--- src/rtl/mem_bist_pkg.sv ---
// rtl/mem_bist_pkg.sv - shared widths, FSM state encoding and expected-data function for mem_bist
package mem_bist_pkg;

  localparam int ADDR_W = 5;
  localparam int DATA_W = 8;
  localparam logic [ADDR_W-1:0] ADDR_LAST = '1;

  typedef enum logic [2:0] {
    IDLE,
    WR,
    RD,
    CHK,
    FIN
  } state_t;

  // D(a) = pattern ^ a, bitwise inverted when inv is set
  function automatic logic [DATA_W-1:0] exp_data(input logic [DATA_W-1:0] pattern,
                                                 input logic [ADDR_W-1:0] a,
                                                 input logic              inv);
    return pattern ^ {{(DATA_W-ADDR_W){1'b0}}, a} ^ {DATA_W{inv}};
  endfunction

endpackage

--- src/rtl/mem_bist_pgen.sv ---
// rtl/mem_bist_pgen.sv - address counter plus expected data for the current and next address
module mem_bist_pgen
  import mem_bist_pkg::*;
#(
  parameter logic [DATA_W-1:0] PATTERN = 8'hA5
) (
  input  logic              clk,
  input  logic              rst_,
  input  logic              clr,
  input  logic              inc,
  input  logic              inv,
  output logic [ADDR_W-1:0] a,
  output logic [ADDR_W-1:0] nxt_a,
  output logic              last,
  output logic [DATA_W-1:0] exp,
  output logic [DATA_W-1:0] nxt_exp
);

  // The counter wraps 31 -> 0, which is exactly the restart needed between phases
  always_ff @(posedge clk or negedge rst_) begin
    if (!rst_) begin
      a <= '0;
    end else if (clr) begin
      a <= '0;
    end else if (inc) begin
      a <= nxt_a;
    end
  end

  assign nxt_a   = a + 1'b1;
  assign last    = (a == ADDR_LAST);
  assign exp     = exp_data(PATTERN, a, inv);
  assign nxt_exp = exp_data(PATTERN, nxt_a, inv);

endmodule

--- src/rtl/mem_bist.sv ---
// rtl/mem_bist.sv - write/read-back memory BIST; MEM_BIST_INV_PASS_EN adds an inverted-data second pass
module mem_bist
  import mem_bist_pkg::*;
#(
  parameter logic [DATA_W-1:0] PATTERN = 8'hA5
) (
  input  logic              clk,
  input  logic              rst_,
  input  logic              start,
  output logic              read,
  output logic              write,
  output logic [ADDR_W-1:0] addr,
  output logic [DATA_W-1:0] data_in,
  input  logic [DATA_W-1:0] data_out,
  output logic              busy,
  output logic              done,
  output logic              pass,
  output logic [6:0]        err_count,
  output logic [ADDR_W-1:0] first_err_addr
);

  state_t            state;
  logic [ADDR_W-1:0] a;
  logic [ADDR_W-1:0] nxt_a;
  logic              last;
  logic              inv;
  logic [DATA_W-1:0] exp;
  logic [DATA_W-1:0] nxt_exp;

`ifdef MEM_BIST_INV_PASS_EN
  logic inv_pass;
  assign inv = inv_pass;
`else
  assign inv = 1'b0;
`endif

  mem_bist_pgen #(
    .PATTERN(PATTERN)
  ) u_pgen (
    .clk    (clk),
    .rst_   (rst_),
    .clr    (state == IDLE && start),
    .inc    (state == WR || state == CHK),
    .inv    (inv),
    .a      (a),
    .nxt_a  (nxt_a),
    .last   (last),
    .exp    (exp),
    .nxt_exp(nxt_exp)
  );

  // Strobes, addr and data_in are registered one step ahead, so each state
  // loads the values the following cycle must present
  always_ff @(posedge clk or negedge rst_) begin
    if (!rst_) begin
      state          <= IDLE;
      read           <= 1'b0;
      write          <= 1'b0;
      addr           <= '0;
      data_in        <= '0;
      busy           <= 1'b0;
      done           <= 1'b0;
      pass           <= 1'b0;
      err_count      <= '0;
      first_err_addr <= '0;
`ifdef MEM_BIST_INV_PASS_EN
      inv_pass       <= 1'b0;
`endif
    end else begin
      case (state)
        IDLE: begin
          if (start) begin
            state          <= WR;
            busy           <= 1'b1;
            done           <= 1'b0;
            pass           <= 1'b0;
            err_count      <= '0;
            first_err_addr <= '0;
            write          <= 1'b1;
            addr           <= '0;
            data_in        <= exp_data(PATTERN, '0, 1'b0);
`ifdef MEM_BIST_INV_PASS_EN
            inv_pass       <= 1'b0;
`endif
          end
        end
        WR: begin
          if (last) begin
            state   <= RD;
            write   <= 1'b0;
            read    <= 1'b1;
            addr    <= '0;
            data_in <= '0;
          end else begin
            addr    <= nxt_a;
            data_in <= nxt_exp;
          end
        end
        RD: begin
          state <= CHK;
          read  <= 1'b0;
          addr  <= '0;
        end
        CHK: begin
          if (data_out != exp) begin
            if (err_count != '1) begin
              err_count <= err_count + 1'b1;
            end
            if (err_count == '0) begin
              first_err_addr <= a;
            end
          end
          if (!last) begin
            state <= RD;
            read  <= 1'b1;
            addr  <= nxt_a;
`ifdef MEM_BIST_INV_PASS_EN
          end else if (!inv_pass) begin
            state    <= WR;
            inv_pass <= 1'b1;
            write    <= 1'b1;
            addr     <= '0;
            data_in  <= exp_data(PATTERN, '0, 1'b1);
`endif
          end else begin
            state <= FIN;
            busy  <= 1'b0;
          end
        end
        FIN: begin
          state <= IDLE;
          done  <= 1'b1;
          pass  <= (err_count == '0);
        end
        default: state <= IDLE;
      endcase
    end
  end

endmodule

--- config.mk ---
export PLATFORM = sky130hd
export DESIGN_NAME = mem_bist
export DESIGN_NICKNAME = d
export VERILOG_FILES = /design/src/rtl/mem_bist_pkg.sv /design/src/rtl/mem_bist_pgen.sv /design/src/rtl/mem_bist.sv
export SDC_FILE = /design/constraint.sdc
export NUM_CORES = 1
export LEC_CHECK = 0
export CORE_ASPECT_RATIO = 1.25
export CORE_MARGIN = 2
export CORE_UTILIZATION = 45
export DETAILED_ROUTE_END_ITERATION = 8
export HOLD_SLACK_MARGIN = 0.06
export PLACE_DENSITY = 0.76
export SYNTH_ARGS = -nofsm -noshare
export SYNTH_HDL_FRONTEND = slang
export SYNTH_SLANG_ARGS = --single-unit
--- constraint.sdc ---
create_clock -name clk -period 1.75 [get_ports clk]
set_input_delay 0.35 -clock clk [delete_from_list [all_inputs] [get_ports clk]]
set_output_delay 0.35 -clock clk [all_outputs]
set_load 0.03 [all_outputs]
==> impl_metrics.toml, run 1 <==
[run_status]
status = "completed"

[synthesis]
synth_warnings = 0
syn_area_um2 = 1820
synth_mux_area_share_pct = 0.551
synth-compound-area-share_pct = 16.3
syn_inst = 185
synthXorXnorAreaFrac_pct = 4.82
synth_cell_types = 44
synth-simple-area-share_pct = 20.2
synth_edf_count = 0
synthAdderAreaFrac_pct = 4.13
ys_seq_area_share_pct = 49.6
synthArstFlopShare_pct = 100
synth_ff_type = "dfrtp_1"
synth_top_family_by_area = "simple AND/OR/NAND/NOR gates"
ys_seq_elements = 36
synth.avg_cell_area_um2 = 9.82
syn_nets = 202

[timing]
finalCritPeriodShare_pct = 97.6
hold_viol_final = 0
finalSetupViolCount = 0
finalClockSkew_ps = 6.84
fin_crit_ps = 1710
maxSlewViolCount = 0
fmax_mhz = 585

[cts]
htreeDepth = 2
holdBufCountCts = 0
tritoncts = "built"
cts.sinks = 36
cts.clk_slew.worst_paths_ps = 70
cts_buffer_depth = 2
cts_root_buffer = "clkbuf_8"
cts-buffers-inserted = 5
clk_latency_ps = 290

[grt]
grt_pass1_vias = 1539
grt_max_degree = 37
grt_pass1_wl_mm = 7.28
antenna_found_initial = 0
grt_util_all_layers_pct = 21.9
overflow = 0

[floorplanning]
coreArea_um2 = 3820
initial_core_util_pct = 47.6
num_rows = 25
pin_count = 41
fp.dieH_um = 75.0
die_width_um = 60.8
dieArea_um2 = 4560

[placed_design]
placed_cell_area_um2 = 2360
io_buffers = 39
dp_hpwl_mm = 2.90
gp_congestion = 0.810

[worst_setup_path]
crit_chain = "clkdlybuf4s50_1"
path_max_fanout = 3
start_kind = "flop"
slowest_delay_ps = 690
cp-end-kind = "output pin"
r2r-start = "u_pgen.a[1]"
path_buf_inv = 1
crit_start = "read"
cp_top_family = "buffers and inverters"
worst_path_max_delay_cell = "clkdlybuf4s50_1"
worstPathRequired_ps = 1400
cp.arrival_ps = 1360
worstSetupPathType = "reg2out"

[finish]
stdcell_area_um2 = 2550
finish.utilization_pct = 66.9
multiInputGateArea_um2 = 916
diodes = 0
layout.nets = 258
drive_gt1_share_pct = 20.2
synthToLayoutAreaGrowth_pct = 40.6
register_area_um2 = 902
fillCellCount = 317

[detailed_routing]
routed-via-count = 1578
vias_per_cell = 5.33
antenna_left = 0
routed_wirelength_mm = 4.50
wl_per_cell_um = 15.2
first_iter_violations = 71
first_pass_iters = 4
drc = 0

[power_and_ir_drop]
p_leak_nw = 1.17
cellPowerDensity_nw_per_um2 = 1690
total_power_mw = 4.31
peakVddDrop_uv = 772

[flow_run]
maxCapViolations = 0

[worst_hold_path]
hp-class = "in2async"
## cells by family after synthesis
logic type,Yosys count
other,1
buffers and inverters,15
DFF,36
adders and majority gates,6
AOI/OAI and AO/OA,45
muxes,1
and+or+nand+nor,71
xor gates and xnor gates,10
## per-stage QoR
stage,setup slack [ps],hold WS [ps],setup TNS (ps),std cells
after floorplan,26.5,54.4,0,185
after global placement,-200,461,-2020,286
after detailed placement,-231,466,-2330,286
after CTS,16.0,480,0,295
after global routing,-15.6,502,-16.6,296
final,41.6,470,0,296
## timing repair
item	in CTS	in global routing
cloned	1	0
pin swaps	2	10
setup buffers	0	1
resized for setup	8	15
endpoints found under the setup margin	11	14
## power by group
| group | leakage, nW | internal (mW) | switching (mW) |
|---|---|---|---|
| registers | 0.452 | 1.11 | 0.220 |
| clock network | 0.0541 | 0.421 | 0.309 |
| logic | 0.666 | 0.958 | 1.29 |
| total | 1.17 | 2.49 | 1.82 |
## registers in the layout, summed over array words and instances, names as in the netlist
register / cells
write: 1
state: 3
data_in: 6
busy: 1
first_err_addr: 5
addr: 5
pass: 1
read: 1
done: 1
err_count: 7
u_pgen.a: 5
## routing by layer
metal  global-route usage (%)  wire [µm]  vias to the layer above
li1                         -          -                      765
met1                     28.7       1930                      751
met2                     35.4       2220                       50
met3                     4.12        232                       12
met4                     9.18        106                        0
met5                        0          0                        -
## layout by cell type, fill, tap and decap left out, drive strengths merged, types with 6 or more instances in the layout
cell and instances:
a21oi 14, buf 20, clkdlybuf4s50 31, dfrtp 36
dlygate4sd2 6, ha 6, nand2 27, nand3 6
nor2 14, o21ai 10, xor2 6
## synthesized netlist by cell type, drive strengths merged, types with 2 or more instances
master | instances | share of area [%]
a21oi | 14 | 3.9
nor2 | 14 | 3.2
xor2 | 6 | 2.9
a221o | 2 | 1.1
o31ai | 5 | 2.1
xnor2 | 4 | 1.9
a31oi | 2 | 0.69
clkbuf | 3 | 0.69
nand2 | 27 | 5.6
ha | 6 | 4.1
nand3b | 3 | 1.2
and3 | 5 | 1.7
dfrtp | 36 | 50
nand2b | 2 | 0.69
nand3 | 6 | 1.9
nor4 | 3 | 1.9
nor3 | 5 | 1.7
and2 | 2 | 0.83
inv | 4 | 0.83
buf | 8 | 2.6
o21ai | 10 | 3.0
a22o | 5 | 2.4
## area by class of cell
type                            count  share of cell area (%)
Multi-Input combinational cell    135                    35.9
Sequential cell                    36                    35.3
Timing Repair Buffer               59                    21.2
Clock buffer                        5                    2.69
Tap cell                           54                    2.65
Clock inverter                      3                    1.67
Inverter                            4                   0.588
## path summary, 6_finish.rpt
path	endpoint	slack [ps]	cells after the start
worst max-delay path	read	40	1
worst min-delay path	data_in[4]	470	2
worst max register to register	addr[1]	60	5
worst min register to register	addr[3]	480	2
max in group asynchronous	u_pgen.a[2]	930	2
min in group clk	addr[3]	480	2
Power figures use the tool's default switching activity.
==> run 2: changes to the inputs <==
- ABC_AREA: default -> 1
- PLACE_DENSITY: 0.76 -> 0.74
==> run 2 against run 1 <==
Final cell count rose by 26%. Design area rose by 4.5%. Synthesized cell count rose by 37%. Via count rose by 20%. Clock power fell by 13%. Maximum frequency rose by 1.8%. First-iteration DRC count rose by 130%. Die area rose by 8.5%. Combinational power fell by 3%. Largest power group unchanged.
==> impl_metrics.toml, run 2 <==
[power_and_ir_drop]
peakVddDrop_uv = 857
switchingPower_mw = 1.80
power_frac_clock_pct = 15.6
seq_power_share_pct = 30.9
cellPowerDensity_nw_per_um2 = 1530
combPwrFrac_pct = 53.4
p_sw_share_pct = 44.0
internal_power_mw = 2.28
p_leak_nw = 1.37

[timing]
hold_viol_final = 0
finalCritPeriodShare_pct = 95.9
fin_crit_ps = 1680
finalClockSkew_ps = 7.37
fmax_mhz = 596
worst_slack_ps = 71.8
maxSlewViolCount = 0
finalSetupViolCount = 0

[worst_setup_path]
path_buf_inv = 1
cp-end-kind = "output pin"
worstSetupPathType = "reg2out"
crit_start = "data_in[5]"
slowest_delay_ps = 680
worst_path_max_delay_cell = "clkdlybuf4s50_1"
start_kind = "flop"
worstPathRequired_ps = 1400
cp.arrival_ps = 1330
r2r-start = "u_pgen.a[0]"
crit_chain = "clkdlybuf4s50_1"
path_max_fanout = 3
cp_top_family = "buffers and inverters"

[synthesis]
ys_top_cells_by_count = "nand2_1, inv_1, dfrtp_1"
synth_top_area_share_pct = 45.5
post-synth-top-count-cell = "nand2_1"
synth_cell_types = 29
yosys-top-cells-area = "dfrtp_1, nand2_1, inv_1, nor2_1, nand3_1"
yosys.area.top_type = "dfrtp_1"
synth_warnings = 0
ys_seq_elements = 36
syn_area_um2 = 1980
syn_nets = 271
ys_seq_area_share_pct = 45.5
synth_edf_count = 0
syn_inst = 254
synthArstFlopShare_pct = 100
synth.avg_cell_area_um2 = 7.80
synth_ff_type = "dfrtp_1"

[grt]
gr-usage-met2_pct = 36.7
grt_pass1_vias = 1787
antenna_found_initial = 0
overflow = 0
grtUsageMet1_pct = 22.7
grt_util_all_layers_pct = 19.8
busiest_layer = "met2"
grt_max_degree = 37
grt_util_met3_pct = 2.58
grt_pass1_wl_mm = 7.79

[finish]
largest-register = "err_count"
finish.utilization_pct = 61.7
reg.largest.list = "err_count (7), data_in (6)"
synthToLayoutAreaGrowth_pct = 34.7
final_cell_mix = "nand2_1, inv_1, dfrtp_1"
drive_gt1_share_pct = 12.7
largest_register_ffs = 7
final_common_cell = "nand2_1"
layout.nets = 331
stdcell_area_um2 = 2670
diodes = 0

[floorplanning]
dieArea_um2 = 4950
die_width_um = 63.3
num_rows = 27
fp.dieH_um = 78.2
pin_count = 41
initial_core_util_pct = 45.8
coreArea_um2 = 4320

[cts]
htreeDepth = 2
clk_latency_ps = 290
tritoncts = "built"
cts.clk_slew.worst_paths_ps = 70
holdBufCountCts = 0
cts_buffer_depth = 2
cts-buffers-inserted = 5
cts_root_buffer = "clkbuf_8"
cts.sinks = 36

[placed_design]
dp_hpwl_mm = 3.40
pre_cts_slack_ps = 21.1
placed_cell_area_um2 = 2530
gp_congestion = 0.919
io_buffers = 39

[detailed_routing]
routed_wirelength_mm = 4.73
antenna_left = 0
routed-via-count = 1888
first_pass_iters = 4
first_iter_violations = 164
vias_per_cell = 5.08
wl_per_cell_um = 12.7
drc = 0

[run_status]
status = "completed"

[flow_run]
maxCapViolations = 0

[worst_hold_path]
hp-class = "in2async"
[run 2: cell count changes after synthesis, sizes merged, moves of 4 or more]
cell   change
nand2     +39
nand3     +13
a22o       -5
a21oi      -7
xor2       -4
buf        -4
nor2      +16
nand4     +12
inv       +37
o31ai      -4
and3       -5
[run 2: cell families after synthesis]
group           share of synthesized area, %
fa+ha+maj                               3.79
other cells                            0.189
compound gates                          8.21
buf+inv                                 9.67
simple gates                            31.3
xor+xnor                                1.33
flops                                   45.5
[run 2: routing by layer]
layer	routed length (µm)	part of all wire, %	up-vias
met5	0	0	-
met4	81	1.7	0
met3	178	3.8	9
met2	2540	54	46
met1	1930	41	898
li1	-	-	935
[run 2: worst paths after layout]
path / cells past startpoint / slack, ps / endpoint
min: 2 / 480 / err_count[4]
min reg2reg: 2 / 480 / done
max in group asynchronous: 2 / 930 / u_pgen.a[1]
max reg2reg: 10 / 110 / addr[1]
min in group clk: 2 / 480 / done
max: 1 / 70 / data_in[7]
[run 2: power by group through the flow]
stage | clock network (mW) | logic, mW | registers [mW]
3_3_place_gp | 0 | 2.08 | 1.26
3_5_place_dp | 0 | 2.11 | 1.27
5_1_grt | 0.696 | 2.38 | 1.29
4_1_cts | 0.658 | 2.14 | 1.26
2_1_floorplan | 0 | 0.963 | 1.59
6_report | 0.638 | 2.18 | 1.26
[run 2: timing repair]
item,4_1_cts,5_1_grt
endpoints found under the setup margin,8,12
pin swaps,1,1
gates cloned,0,1
resized for setup,9,8
setup buffers,1,0
[run 2: area by class of cell]
cell class                      instances  area (µm²)
Sequential cell                        36         901
Inverter                               41         154
Clock buffer                            7        96.3
Fill cell                             429        1660
Tap cell                               58        72.6
Timing Repair Buffer                   58         526
Multi-Input combinational cell        172         920
[run 2: per-stage QoR]
step                hold slack, ps  cells  TNS, ps  power, mW
floorplan                     54.4    254        0       2.56
global placement               456    363        0       3.35
detailed placement             463    363        0       3.38
CTS                            481    371        0       4.05
global route                   502    372    -1.47       4.37
finish                         479    372        0       4.08
==> run 3: changes to the inputs <==
- CORE_MARGIN: 2 -> default
==> run 3 against run 2 <==
Count of clock-buffer cells in the layout decreased by 2. Sequential share of layout area fell by 0.25 points. Utilization grew 2.9 points. Register-to-register slack got worse by 30 ps. Highest routed layer unchanged. Largest cell class unchanged. Largest power group unchanged.
==> impl_metrics.toml, run 3 (synthesis gave the netlist of run 2 again) <==
[run_status]
status = "completed"

[grt]
grt_util_all_layers_pct = 22.2
grt_max_degree = 37
overflow = 0
grt_pass1_wl_mm = 7.86
grt_pass1_vias = 1764
antenna_found_initial = 0

[placed_design]
dp_hpwl_mm = 3.35
pre_cts_slack_ps = 17.8
placedCellCount = 361
io_buffers = 39
placed_cell_area_um2 = 2540
gp_congestion = 0.883

[detailed_routing]
routed_wirelength_mm = 4.60
drc = 0
antenna_left = 0
wl_per_cell_um = 12.4
first_pass_iters = 4
routed-via-count = 1866
first_iter_violations = 81
vias_per_cell = 5.04

[timing]
whs_ps = 426
fin_crit_ps = 1710
maxSlewViolCount = 0
hold_viol_final = 0
finalClockSkew_ps = 5.78
finalCritPeriodShare_pct = 97.5
worst_slack_ps = 44.1
fmax_mhz = 586
rsz0062_at_grt = "yes"
finalSetupViolCount = 0

[cts]
cts_buffer_depth = 2
cts_root_buffer = "clkbuf_8"
cts-buffers-inserted = 5
cts.sinks = 36
cts.clk_slew.worst_paths_ps = 70
holdBufCountCts = 0
tritoncts = "built"
htreeDepth = 2
clk_latency_ps = 290

[finish]
register_area_um2 = 901
fillCellCount = 378
largest_register_ffs = 7
final_common_cell = "nand2_1"
stdcell_area_um2 = 2690
drive_gt1_share_pct = 12.1
final_cell_mix = "nand2_1, inv_1, dfrtp_1"
reg.largest.list = "err_count (7), data_in (6)"
diodes = 0
synthToLayoutAreaGrowth_pct = 35.8
layout.cells.non_filler = 370
layout.nets = 330
multiInputGateArea_um2 = 910
largest-register = "err_count"

[worst_setup_path]
start_kind = "flop"
slowest_delay_ps = 680
worstPathRequired_ps = 1400
cp-end-kind = "output pin"
path_buf_inv = 1
path_max_fanout = 3
worst_path_max_delay_cell = "clkdlybuf4s50_1"
crit_chain = "clkdlybuf4s50_1"
r2r-start = "u_pgen.a[0]"
cp.arrival_ps = 1360
crit_start = "data_in[5]"
worstSetupPathType = "reg2out"
cp_top_family = "buffers and inverters"

[power_and_ir_drop]
power_frac_clock_pct = 17.8
p_sw_share_pct = 43.1
p_leak_nw = 1.38
peakVddDrop_uv = 1140
cellPowerDensity_nw_per_um2 = 1520
total_power_mw = 4.10
seq_power_share_pct = 30.7
switchingPower_mw = 1.77
combPwrFrac_pct = 51.5
internal_power_mw = 2.33

[floorplanning]
coreArea_um2 = 4160
die_width_um = 61.3
num_rows = 26
fp.dieH_um = 76.2
pin_count = 41
dieArea_um2 = 4670
initial_core_util_pct = 47.6

[worst_hold_path]
hp-class = "in2async"

[flow_run]
maxCapViolations = 0
-- run 3: final cells by class --
cell class / count / share of cell area, %
multi-input combinational: 172 / 33.8
sequential: 36 / 33.5
timing repair buffer: 57 / 20.2
inverter: 41 / 5.72
tap: 56 / 2.61
clock buffer: 5 / 2.56
clock inverter: 3 / 1.58
-- run 3: power by group through the flow --
stage          Sequential, mW  Combinational [mW]  Clock [mW]
2_1_floorplan            1.59               0.963           0
3_3_place_gp             1.27                2.04           0
3_5_place_dp             1.28                2.06           0
4_1_cts                  1.26                2.10       0.739
5_1_grt                  1.29                2.35       0.774
6_report                 1.26                2.11       0.730
-- run 3: timing repair --
item                                    CTS  global route
endpoints found under the setup margin    9            12
pin swaps                                 1             1
gates resized for setup                   8             4
buffers inserted                          1             0
-- run 3: path summary, 6_finish.rpt --
kind | to | slack (ps) | cells after the start
max | data_in[7] | 40 | 1
min | err_count[2] | 430 | 2
max reg2reg | addr[3] | 80 | 10
min reg2reg | first_err_addr[1] | 480 | 2
max in group asynchronous | state[0] | 1130 | 2
min in group clk | first_err_addr[1] | 480 | 2
-- run 3: metal layers --
layer  wire (µm)  GRT usage, %  vias up
li1            -             -      935
met1        1950          28.2      870
met2        2350          35.5       50
met3         195          5.43       11
met4          99          8.44        0
met5           0             0        -
-- run 3: per-stage QoR --
step | setup TNS, ps | utilization (%)
after global placement | 0 | 61.1
after CTS | 0 | 64.2
after detailed placement | 0 | 61.1
final | 0 | 64.6
after global routing | -17.5 | 64.6
after floorplan | 0 | -
